## src/rtl/uart_rx_cfg.sv

```systemverilog
// rtl/uart_rx_cfg.sv - parametrised UART receiver with majority voting, parity and stop-bit checks
//
// Ports:
//   i_Clock, i_Rst_L      clock and asynchronous active-low reset
//   i_RX_Serial           asynchronous serial line, idle high
//   i_Clks_Per_Bit        clocks per bit cell, latched at start of frame
//   i_Parity_En/_Odd      parity enable and odd/even select, latched at start of frame
//   i_Two_Stop            two stop bits checked, latched at start of frame
//   o_RX_DV               one-cycle frame-complete strobe
//   o_RX_Data             received data word, LSB first on the line
//   o_Parity_Err/_Frame_Err/_Break   frame status, updated with o_RX_DV
//   o_Busy                high whenever the receiver is not idle
module uart_rx_cfg #(
    parameter int DATA_BITS   = 8,
    parameter int DIV_W       = 16,
    parameter int SYNC_STAGES = 2
) (
    input  logic                 i_Clock,
    input  logic                 i_Rst_L,
    input  logic                 i_RX_Serial,
    input  logic [DIV_W-1:0]     i_Clks_Per_Bit,
    input  logic                 i_Parity_En,
    input  logic                 i_Parity_Odd,
    input  logic                 i_Two_Stop,
    output logic                 o_RX_DV,
    output logic [DATA_BITS-1:0] o_RX_Data,
    output logic                 o_Parity_Err,
    output logic                 o_Frame_Err,
    output logic                 o_Break,
    output logic                 o_Busy
);

    localparam int IDX_W = $clog2(DATA_BITS);

    typedef enum logic [2:0] {
        ST_IDLE, ST_START, ST_DATA, ST_PARITY, ST_STOP, ST_WAIT_HIGH
    } state_t;

    state_t               state_q;
    logic [SYNC_STAGES-1:0] sync_q;
    logic [DIV_W-1:0]     cnt_q;
    logic [DIV_W-1:0]     div_q;
    logic [IDX_W-1:0]     bit_idx_q;
    logic                 par_en_q, par_odd_q, two_stop_q;
    logic                 s0_q, s1_q;
    logic [DATA_BITS-1:0] shift_q;
    logic                 par_bit_q;
    logic                 ferr_q;
    logic                 stop1_low_q;

    logic                 rx_s;
    logic [DIV_W-1:0]     half_d;
    logic                 samp0_d, samp1_d, dec_d, cell_end_d;
    logic                 maj_d;
    logic                 last_stop_d;
    logic                 frame_err_d;
    logic                 first_stop_low_d;
    logic [DIV_W-1:0]     cnt_inc_d;

    // Synchronizer resets to the idle-high line level so reset release never looks like a start bit.
    always_ff @(posedge i_Clock or negedge i_Rst_L) begin
        if (!i_Rst_L) begin
            sync_q <= '1;
        end else begin
            sync_q <= {sync_q[SYNC_STAGES-2:0], i_RX_Serial};
        end
    end

    assign rx_s       = sync_q[SYNC_STAGES-1];
    assign half_d     = div_q >> 1;
    assign samp0_d    = (cnt_q == half_d - 1'b1);
    assign samp1_d    = (cnt_q == half_d);
    assign dec_d      = (cnt_q == half_d + 1'b1);
    assign cell_end_d = (cnt_q == div_q - 1'b1);
    assign cnt_inc_d  = cell_end_d ? '0 : cnt_q + 1'b1;
    // Third sample is taken live at the decision point.
    assign maj_d      = (s0_q & s1_q) | (s0_q & rx_s) | (s1_q & rx_s);

    // Final stop decision: cell 1 in one-stop mode, cell 2 in two-stop mode.
    assign last_stop_d      = !two_stop_q || (bit_idx_q == IDX_W'(1));
    assign frame_err_d      = ferr_q | ~maj_d;
    assign first_stop_low_d = (bit_idx_q == '0) ? ~maj_d : stop1_low_q;

    always_ff @(posedge i_Clock or negedge i_Rst_L) begin
        if (!i_Rst_L) begin
            state_q      <= ST_IDLE;
            cnt_q        <= '0;
            div_q        <= '0;
            bit_idx_q    <= '0;
            par_en_q     <= 1'b0;
            par_odd_q    <= 1'b0;
            two_stop_q   <= 1'b0;
            s0_q         <= 1'b1;
            s1_q         <= 1'b1;
            shift_q      <= '0;
            par_bit_q    <= 1'b0;
            ferr_q       <= 1'b0;
            stop1_low_q  <= 1'b0;
            o_RX_DV      <= 1'b0;
            o_RX_Data    <= '0;
            o_Parity_Err <= 1'b0;
            o_Frame_Err  <= 1'b0;
            o_Break      <= 1'b0;
        end else begin
            o_RX_DV <= 1'b0;
            if (samp0_d) s0_q <= rx_s;
            if (samp1_d) s1_q <= rx_s;

            case (state_q)
                ST_IDLE: begin
                    cnt_q     <= '0;
                    bit_idx_q <= '0;
                    if (!rx_s) begin
                        // The detection cycle counts as cnt = 0 of the start cell.
                        state_q     <= ST_START;
                        cnt_q       <= DIV_W'(1);
                        div_q       <= i_Clks_Per_Bit;
                        par_en_q    <= i_Parity_En;
                        par_odd_q   <= i_Parity_Odd;
                        two_stop_q  <= i_Two_Stop;
                        ferr_q      <= 1'b0;
                        stop1_low_q <= 1'b0;
                    end
                end
                ST_START: begin
                    cnt_q <= cnt_inc_d;
                    if (dec_d && maj_d) begin
                        state_q <= ST_IDLE;
                        cnt_q   <= '0;
                    end else if (cell_end_d) begin
                        state_q   <= ST_DATA;
                        bit_idx_q <= '0;
                    end
                end
                ST_DATA: begin
                    cnt_q <= cnt_inc_d;
                    if (dec_d) shift_q <= {maj_d, shift_q[DATA_BITS-1:1]};
                    if (cell_end_d) begin
                        if (bit_idx_q == IDX_W'(DATA_BITS - 1)) begin
                            bit_idx_q <= '0;
                            state_q   <= par_en_q ? ST_PARITY : ST_STOP;
                        end else begin
                            bit_idx_q <= bit_idx_q + 1'b1;
                        end
                    end
                end
                ST_PARITY: begin
                    cnt_q <= cnt_inc_d;
                    if (dec_d) par_bit_q <= maj_d;
                    if (cell_end_d) state_q <= ST_STOP;
                end
                ST_STOP: begin
                    cnt_q <= cnt_inc_d;
                    if (dec_d) begin
                        ferr_q <= frame_err_d;
                        if (bit_idx_q == '0) stop1_low_q <= ~maj_d;
                        if (last_stop_d) begin
                            // Finish without waiting for the end of the stop cell.
                            o_RX_DV      <= 1'b1;
                            o_RX_Data    <= shift_q;
                            o_Parity_Err <= par_en_q & ((^shift_q ^ par_bit_q) != par_odd_q);
                            o_Frame_Err  <= frame_err_d;
                            o_Break      <= (shift_q == '0) & (~par_en_q | ~par_bit_q) & first_stop_low_d;
                            state_q      <= frame_err_d ? ST_WAIT_HIGH : ST_IDLE;
                            cnt_q        <= '0;
                            bit_idx_q    <= '0;
                        end
                    end else if (cell_end_d) begin
                        bit_idx_q <= IDX_W'(1);
                    end
                end
                ST_WAIT_HIGH: begin
                    // A stuck-low line reports once, then waits here for the line to recover.
                    cnt_q <= '0;
                    if (rx_s) state_q <= ST_IDLE;
                end
                default: begin
                    state_q <= ST_IDLE;
                    cnt_q   <= '0;
                end
            endcase
        end
    end

    assign o_Busy = (state_q != ST_IDLE);

endmodule

```

## config.mk

```make
export PLATFORM = sky130hd
export DESIGN_NAME = uart_rx_cfg
export DESIGN_NICKNAME = d
export VERILOG_FILES = /design/src/rtl/uart_rx_cfg.sv
export SDC_FILE = /design/constraint.sdc
export NUM_CORES = 1
export LEC_CHECK = 0
export BUFFER_PORTS_ARGS = -buffer_cell sky130_fd_sc_hd__clkbuf_2
export CELL_PAD_IN_SITES_DETAIL_PLACEMENT = 2
export CELL_PAD_IN_SITES_GLOBAL_PLACEMENT = 2
export CORE_ASPECT_RATIO = 1.4
export CORE_MARGIN = 2
export CORE_UTILIZATION = 24
export CTS_CLUSTER_DIAMETER = 200
export DETAILED_ROUTE_END_ITERATION = 6
export PLACE_DENSITY_LB_ADDON = 0.1
export SETUP_SLACK_MARGIN = 0.15
export SLEW_MARGIN = 15
export SYNTH_ARGS = -nofsm -noshare
export SYNTH_HDL_FRONTEND = slang
export SYNTH_SLANG_ARGS = --single-unit
export TNS_END_PERCENT = 20
```

## constraint.sdc

```tcl
create_clock -name i_Clock -period 6.1 [get_ports i_Clock]
set_clock_uncertainty 0.15 [all_clocks]
set_input_delay 0.305 -clock i_Clock [delete_from_list [all_inputs] [get_ports i_Clock]]
set_output_delay 0.305 -clock i_Clock [all_outputs]
set_load 0.1 [all_outputs]
```

### Yosys cells after proc, flatten, opt, wreduce, memory -nomap -nowiden

Index checks and enable logic that the tools add are counted.

* output and inout bits: 13
* register bits: 68

* reductions and logical operators: 18
* equality and inequality tests: 24
* add/sub/neg operators: 5
* bitwise logic cells: 15
* multiplexer cells: 35

Operators with widths (number)
* $mux 16: 4
* $pmux 16 s4: 1
* $mux 3: 18
* $eq 16x16->1: 3
* $ne 2x2->1 const B: 9
* $pmux 3 s6: 1
* $add 15x1->16 const B: 1
* $add 16x1->16 const B: 1
* $eq 16x15->1: 1
* $sub 15x1->16 const B: 1
* $sub 16x1->16 const B: 1
* $pmux 3 s4: 1
* $eq 3x3->1 const B: 3
* $ne 3x3->1 const B: 3
* $logic_not 8->1: 1
* $mux 1: 8
* $reduce_and 8->1: 1
* $reduce_xor 8->1: 1
* $and 1x1->1: 6
* $eq 3x1->1 const B: 2
* $eq 3x2->1 const B: 2
* $logic_not 3->1: 2
* $reduce_and 2->1: 3
* $reduce_and 3->1: 2
* other kinds (14): 21

### Longest topological paths before layout

Gate-level depths: netlist of the first run.

* depth after elaboration: 9
* depth in mapped cells: 12
* mapped depth without buffers: 10

### Worst setup path before layout of the first run

OpenSTA, ideal clock, no wires.

* kind: register to register
* start: reg div_q[2]
* end: reg bit_idx_q[0]
* arrival time: 2.903 ns
* buffers on the path: 2
* cell stages (with the launch flop): 13
* slack: 2.921 ns
* clock period less this slack: 3.179 ns
* cells stage by stage: dfrtp_1 -> buf_1 -> inv_1 -> ha_1 -> or4b_1 -> clkbuf_1 -> nor4_4 -> mux2i_1 -> a22oi_1 -> nand4_1 -> a2111oi_4 -> mux2i_1 -> o32a_1

* word-level cells in the longest chain between the ends: 5
* elaborated cells between the ends (all ways): 13
* those cells by class: add/sub (2); eq/ne (7); mux (2); reduce/logical (2)

RTL lines
* from (decl): line 42 `logic [DIV_W-1:0] div_q;`
* from (signal assigned): line 117 `div_q <= i_Clks_Per_Bit;`
* $add 15x1->16: line 73 `assign dec_d = (cnt_q == half_d + 1'b1);`
* $eq 16x16->1: line 73
* $logic_and 1x1->1: line 127 `if (dec_d && maj_d) begin`
* $ne 2x2->1 (no source line)
* $reduce_and 6->1 (no source line)
* to (signal assigned): line 143 `bit_idx_q <= bit_idx_q + 1'b1;`
* to (decl): line 43 `logic [IDX_W-1:0] bit_idx_q;`

Parallel ways exist; a longest one is shown, timed or not.
A chain may end at the register's enable or synchronous reset.

### Worst setup path in the final report of the first run

* start: reg div_q[3]
* end: reg o_Break

* word-level cells in the longest chain between the ends: 3

RTL lines
* $add 15x1->16: line 73
* $eq 16x16->1: line 73
* $reduce_and 3->1 (no source line)
* to (signal assigned): line 163 `o_Break <= (shift_q == '0) & (~par_en_q | ~par_bit_q) & first_stop_low_d;`
* to (decl): line 29 `output logic o_Break,`

Every way passes these cells.

==> results of run 1 <==
==> timing repair <==
| item | in CTS | in global routing |
|---|---|---|
| hold buffers | 9 | 0 |
| buffers inserted | 0 | 0 |
| endpoints found under the hold margin | 9 | 0 |
==> per-layer routing <==
layer,part of all wire (%),wire length [µm],vias up
li1,-,-,2075
met1,39,6950,2225
met2,55,9860,52
met3,1.8,324,28
met4,4.1,727,0
met5,0,0,-
==> per-stage QoR <==
stage	util, %	power [W]
after floorplan	-	0.00157
after global placement	25.7	0.00193
after detailed placement	25.7	0.00197
after CTS	27.7	0.00257
after global routing	27.7	0.00271
final	27.7	0.00252
==> where the power goes <==
group	total (W)	switching, W	internal (W)
clock	0.000573	0.000217	0.000356
sequential	0.000834	0.000299	0.000535
combinational	0.00111	0.000703	0.000408
==> cells in the mapped netlist (all sizes together), types with 12 or more instances <==
| cell type | count | area [µm²] |
|---|---|---|
| o21ai | 42 | 214 |
| inv | 25 | 93.8 |
| a21oi | 14 | 70.1 |
| buf | 21 | 121 |
| nand4 | 16 | 121 |
| xnor2 | 33 | 297 |
| dfrtp | 64 | 1600 |
| clkbuf | 24 | 90.1 |
| nor4 | 14 | 115 |
| ha | 12 | 150 |
| nand2 | 91 | 342 |
| nor3 | 12 | 60.1 |
| nand3 | 22 | 110 |
| xor2 | 32 | 288 |
| nor2 | 43 | 161 |
==> how the worst min path moves through the flow <==
stage / endpoint / depth (start not counted) / start
2_1_floorplan: bit_idx_q[0] / 0 / i_Rst_L
3_3_place_gp: sync_q[1] / 0 / sync_q[0]
3_5_place_dp: sync_q[1] / 0 / sync_q[0]
4_1_cts: div_q[14] / 3 / i_Clks_Per_Bit[14]
5_1_grt: two_stop_q / 3 / i_Two_Stop
6_report: state_q[0] / 1 / i_Rst_L
==> registers in the layout, indices dropped and copies added (netlist names) <==
name          cells
shift_q           8
bit_idx_q         3
cnt_q            16
par_en_q          1
s1_q              1
par_bit_q         1
div_q            16
o_Frame_Err       1
o_RX_DV           1
state_q           3
o_Break           1
stop1_low_q       1
par_odd_q         1
two_stop_q        1
s0_q              1
sync_q            2
o_RX_Data         8
ferr_q            1
o_Parity_Err      1
==> critical path: stages, from the launching register on <==
cell	delay, ns
dfrtp_1	0.84
and4_1	0.43
nand4_1	0.16
mux2i_1	0.26
nand4_1	0.20
nor4_2	0.65
nand3_1	0.67
a2111oi_0	0.59
a21o_1	0.13
==> cells by family after synthesis <==
logic type               Yosys count  synth area share (%)
XOR/XNOR                          66                  12.3
AO/OA/AOI/OAI                    105                  14.3
multiplexers                      10                  2.21
buffers and inverters             70                  6.20
AND/OR/NAND/NOR                  256                  27.1
adder cells (fa/ha/maj)           13                  3.25
flip-flops                        68                  34.6
==> cell type report <==
class / count / area (µm²) / share of cell area (%)
Tap cell: 256 / 320 / 5.70
Timing Repair Buffer: 44 / 270 / 4.81
Clock inverter: 7 / 91.3 / 1.62
Multi-Input combinational cell: 450 / 2920 / 51.9
Clock buffer: 9 / 225 / 4.00
Sequential cell: 68 / 1710 / 30.3
Inverter: 25 / 93.8 / 1.67
==> results.json, run 1 <==
{
  "crit_path_end": "o_Break",
  "hold_path_class": "in -> async",
  "setup_slack_ns": 1.94,
  "setup-violations-final": 0,
  "grt.total_usage_pct": 17.0,
  "grt_pass1_wl_um": 28500,
  "dpl.hpwl_um": 13500,
  "ys_seq_area_share_pct": 34.6,
  "post_cts_resized": 0,
  "grt_pass1_vias": 4932,
  "cts_tree": "done",
  "core_area_um2": 20300,
  "crit_required_ns": 6.23,
  "fp.dieArea_um2": 21700,
  "critical_path.max_fanout": 22,
  "dieHeight_um": 174,
  "cts_sinks": 68,
  "nFillCells": 2341,
  "grt.overflow.total": 0,
  "grt_max_degree": 69,
  "final_layout_size_suffix_gt1_share_pct": 13.6,
  "synthToLayoutAreaGrowth_pct": 14.2,
  "initial_core_util_pct": 24.2,
  "place_area_um2": 5220,
  "synth_edf_count": 0,
  "drc_errors": 0,
  "fin_tns_setup_ns": 0,
  "top_usage_layer": "met2",
  "slew-limit-headroom_pct": 23.9,
  "r2r-end": "o_Break",
  "cap_violations": 0,
  "final_common_cell": "nand2_1",
  "cp-end-kind": "register",
  "boundaryPins": 35,
  "grtUsageMet2_pct": 32.6,
  "syn_area_per_cell_um2": 8.38,
  "met1_usage_pct": 18.2,
  "syn_nets": 622,
  "final_cell_mix": "91 x nand2_1, 64 x dfrtp_1, 42 x nor2_1",
  "num_antenna_cells": 0,
  "synth-async-reset-ratio_pct": 100,
  "final_nets": 632,
  "arrival_ns": 4.29,
  "synth_ff_type": "dfrtp_1",
  "place_congestion": 0.825,
  "layout_min_cycle_time_ns": 4.16,
  "dr.pass1.iters": 4,
  "path_class": "reg -> reg",
  "slew_viol_final": 0,
  "clk_pin_slew_ns": 0.06,
  "outcome": "finished with violations",
  "critPathLaunch": "div_q[3]",
  "final_area_um2": 5620,
  "dp_slack_ns": 1.94,
  "root_buffer": "clkbuf_16",
  "peakVddDrop_mv": 0.145,
  "first_iter_violations": 189,
  "routed_wl_um": 17900,
  "die_w_um": 125,
  "numCtsBuffers": 9,
  "post-place-cells": 834,
  "rows": 62,
  "met3_usage_pct": 2.81,
  "rrSetupSlack_ns": 1.94,
  "rsz0062_at_grt": "false",
  "cts_htree_levels": 3,
  "portBuffers": 34,
  "rr_worst_depth": 8,
  "worst_pin_slew_ns": 1.14,
  "start_kind": "register",
  "avgViaCountPerCell": 5.10,
  "ys_warn_count": 0,
  "maxClockFrequency_mhz": 240,
  "syn_area_um2": 4930,
  "via_count": 4380,
  "yosysUniqueCellTypes": 75,
  "ys_ff_latch": 68,
  "postRouteAntennaNets": 0,
  "leakage_nw": 2.29,
  "antenna_found_initial": 0,
  "timing.final.crit_share_pct": 68.2,
  "clkLatencyLatePin_ns": 0.35,
  "instances_no_fill": 859,
  "power_density_nw_per_um2": 448,
  "hold_ws_ns": -0.0410,
  "wl_per_cell_um": 20.8,
  "netlist_instances": 588,
  "violations": "hold timing",
  "hold_viol": 59,
  "cts_buffer_depth": 2,
  "timing.rr.start": "div_q[3]"
}
Power figures use the tool's default switching activity.
==> run 2: changes to the inputs <==
==> constraint.sdc (replaced) <==
create_clock -name i_Clock -period 4.37 [get_ports i_Clock]
set_clock_uncertainty 0.15 [all_clocks]
set_input_delay 0.2185 -clock i_Clock [delete_from_list [all_inputs] [get_ports i_Clock]]
set_output_delay 0.2185 -clock i_Clock [all_outputs]
set_load 0.1 [all_outputs]
==> results.json, run 2 (same netlist as run 1, synthesis figures left out) <==
{
  "worstHoldEndpoint": "sync_q[1]",
  "setup-violations-final": 0,
  "rsz0062_at_grt": "false",
  "cp_top_family": "compound AO/OA/AOI/OAI gates",
  "initial_core_util_pct": 24.2,
  "cts_htree_levels": 3,
  "final_common_cell": "nand2_1",
  "hold_ws_ns": 0.207,
  "root_buffer": "clkbuf_16",
  "fin_tns_setup_ns": 0,
  "first_iter_violations": 182,
  "hold_path_class": "reg -> reg",
  "dp_slack_ns": 0.659,
  "drc_errors": 0,
  "slew_viol_final": 0,
  "cts_sinks": 68,
  "cts_buffer_depth": 2,
  "timing.final.crit_share_pct": 84.9,
  "rr_worst_depth": 10,
  "cp-end-kind": "register",
  "cp_slowest_cell": "a2111oi_0",
  "peakVddDrop_mv": 0.186,
  "worst_pin_slew_ns": 0.963,
  "num_antenna_cells": 0,
  "cts_tree": "done",
  "final_cell_mix": "91 x nand2_1, 64 x dfrtp_1, 42 x nor2_1",
  "r2r-end": "bit_idx_q[2]",
  "postRouteAntennaNets": 0,
  "routed_wl_um": 18100,
  "avgViaCountPerCell": 5.03,
  "final_layout_size_suffix_gt1_share_pct": 14.4,
  "cts_setup_buffers": 0,
  "rrSetupSlack_ns": 0.66,
  "path_class": "reg -> reg",
  "outcome": "completed",
  "clkLatencyLatePin_ns": 0.35,
  "core_area_um2": 20300,
  "antenna_found_initial": 0,
  "clk_pin_slew_ns": 0.06,
  "min_from": "sync_q[0]",
  "fp.dieArea_um2": 21700,
  "die_w_um": 125,
  "final_nets": 652,
  "start_kind": "register",
  "grt_pass1_wl_um": 29000,
  "cts-hold-fix-buffers": 21,
  "leakage_nw": 2.38,
  "rows": 62,
  "worstHoldPathCells": 0,
  "timing.rr.start": "div_q[1]",
  "nFillCells": 2369,
  "critPathLaunch": "div_q[1]",
  "slowest_delay_ns": 0.60,
  "grt.overflow.total": 0,
  "via_count": 4425,
  "place_congestion": 0.822,
  "post_cts_resized": 0,
  "dr.pass1.iters": 6,
  "critPathBufInv": 1,
  "grt.total_usage_pct": 17.3,
  "critical_path.max_fanout": 9,
  "dieHeight_um": 174,
  "grt_max_degree": 69,
  "hold_viol": 0,
  "slew-limit-headroom_pct": 35.8,
  "reg_top3": "cnt_q x16, div_q x16",
  "cap_violations": 0,
  "setup_slack_ns": 0.661,
  "portBuffers": 34,
  "boundaryPins": 35,
  "crit_required_ns": 4.44,
  "maxClockFrequency_mhz": 270,
  "layout_min_cycle_time_ns": 3.71,
  "numCtsBuffers": 9,
  "grt_pass1_vias": 5013,
  "arrival_ns": 3.77,
  "crit_chain": "inv_1, ha_1, nor4b_1, and3_1, o211ai_1, a2111oi_0, nand4_1, a21oi_1, o21a_1, o21ai_0",
  "wl_per_cell_um": 20.5,
  "dpl.hpwl_um": 13900,
  "synthToLayoutAreaGrowth_pct": 18.0,
  "power_density_nw_per_um2": 615
}
-- run 2: cell types whose count changed in the layout (fill, tap and decap cells not counted) --
| cell | delta |
|---|---|
| dlygate4sd3_1 | +12 |
| buf_4 | +8 |
| clkinvlp_4 | -1 |
| clkinv_4 | +1 |
| clkbuf_8 | +1 |
| clkinv_2 | -1 |
-- run 2: layout make-up --
type / instances / area [µm²] / share of cell area [%]
Clock buffer: 10 / 239 / 4.11
Sequential cell: 68 / 1710 / 29.4
Clock inverter: 6 / 87.6 / 1.51
Timing Repair Buffer: 64 / 450 / 7.75
Tap cell: 256 / 320 / 5.51
Inverter: 25 / 93.8 / 1.61
Multi-Input combinational cell: 450 / 2920 / 50.2
-- run 2: worst max-delay path by stage --
stage	slack (ns)	cells after the start	to
final	0.66	10	bit_idx_q[2]
after detailed placement	0.66	8	state_q[0]
after floorplan	1.19	12	bit_idx_q[0]
after global routing	0.35	9	bit_idx_q[2]
after CTS	0.64	8	state_q[0]
after global placement	0.67	8	state_q[0]
-- run 2: through the flow --
stage / power [W] / std cells / utilization (%) / area, µm²
after floorplan: 0.00220 / 588 / - / 4930
after global placement: 0.00274 / 842 / 26.0 / 5280
after detailed placement: 0.00279 / 842 / 26.0 / 5280
after CTS: 0.00365 / 879 / 28.6 / 5810
after global routing: 0.00385 / 879 / 28.6 / 5810
final: 0.00358 / 879 / 28.6 / 5810
-- run 2: routing by layer --
metal	vias to the layer above	global-route usage, %	part of all wire [%]
li1	2109	-	-
met1	2242	18.4	39
met2	49	33.7	56
met3	25	1.82	1.5
met4	0	7.78	3.6
met5	-	0	0
-- run 2: power breakdown --
part | internal (W) | leakage (nW) | switching (W) | total, W
Sequential | 0.000748 | 0.895 | 0.000377 | 0.00112
Combinational | 0.000610 | 1.33 | 0.00103 | 0.00164
Clock | 0.000515 | 0.162 | 0.000301 | 0.000817
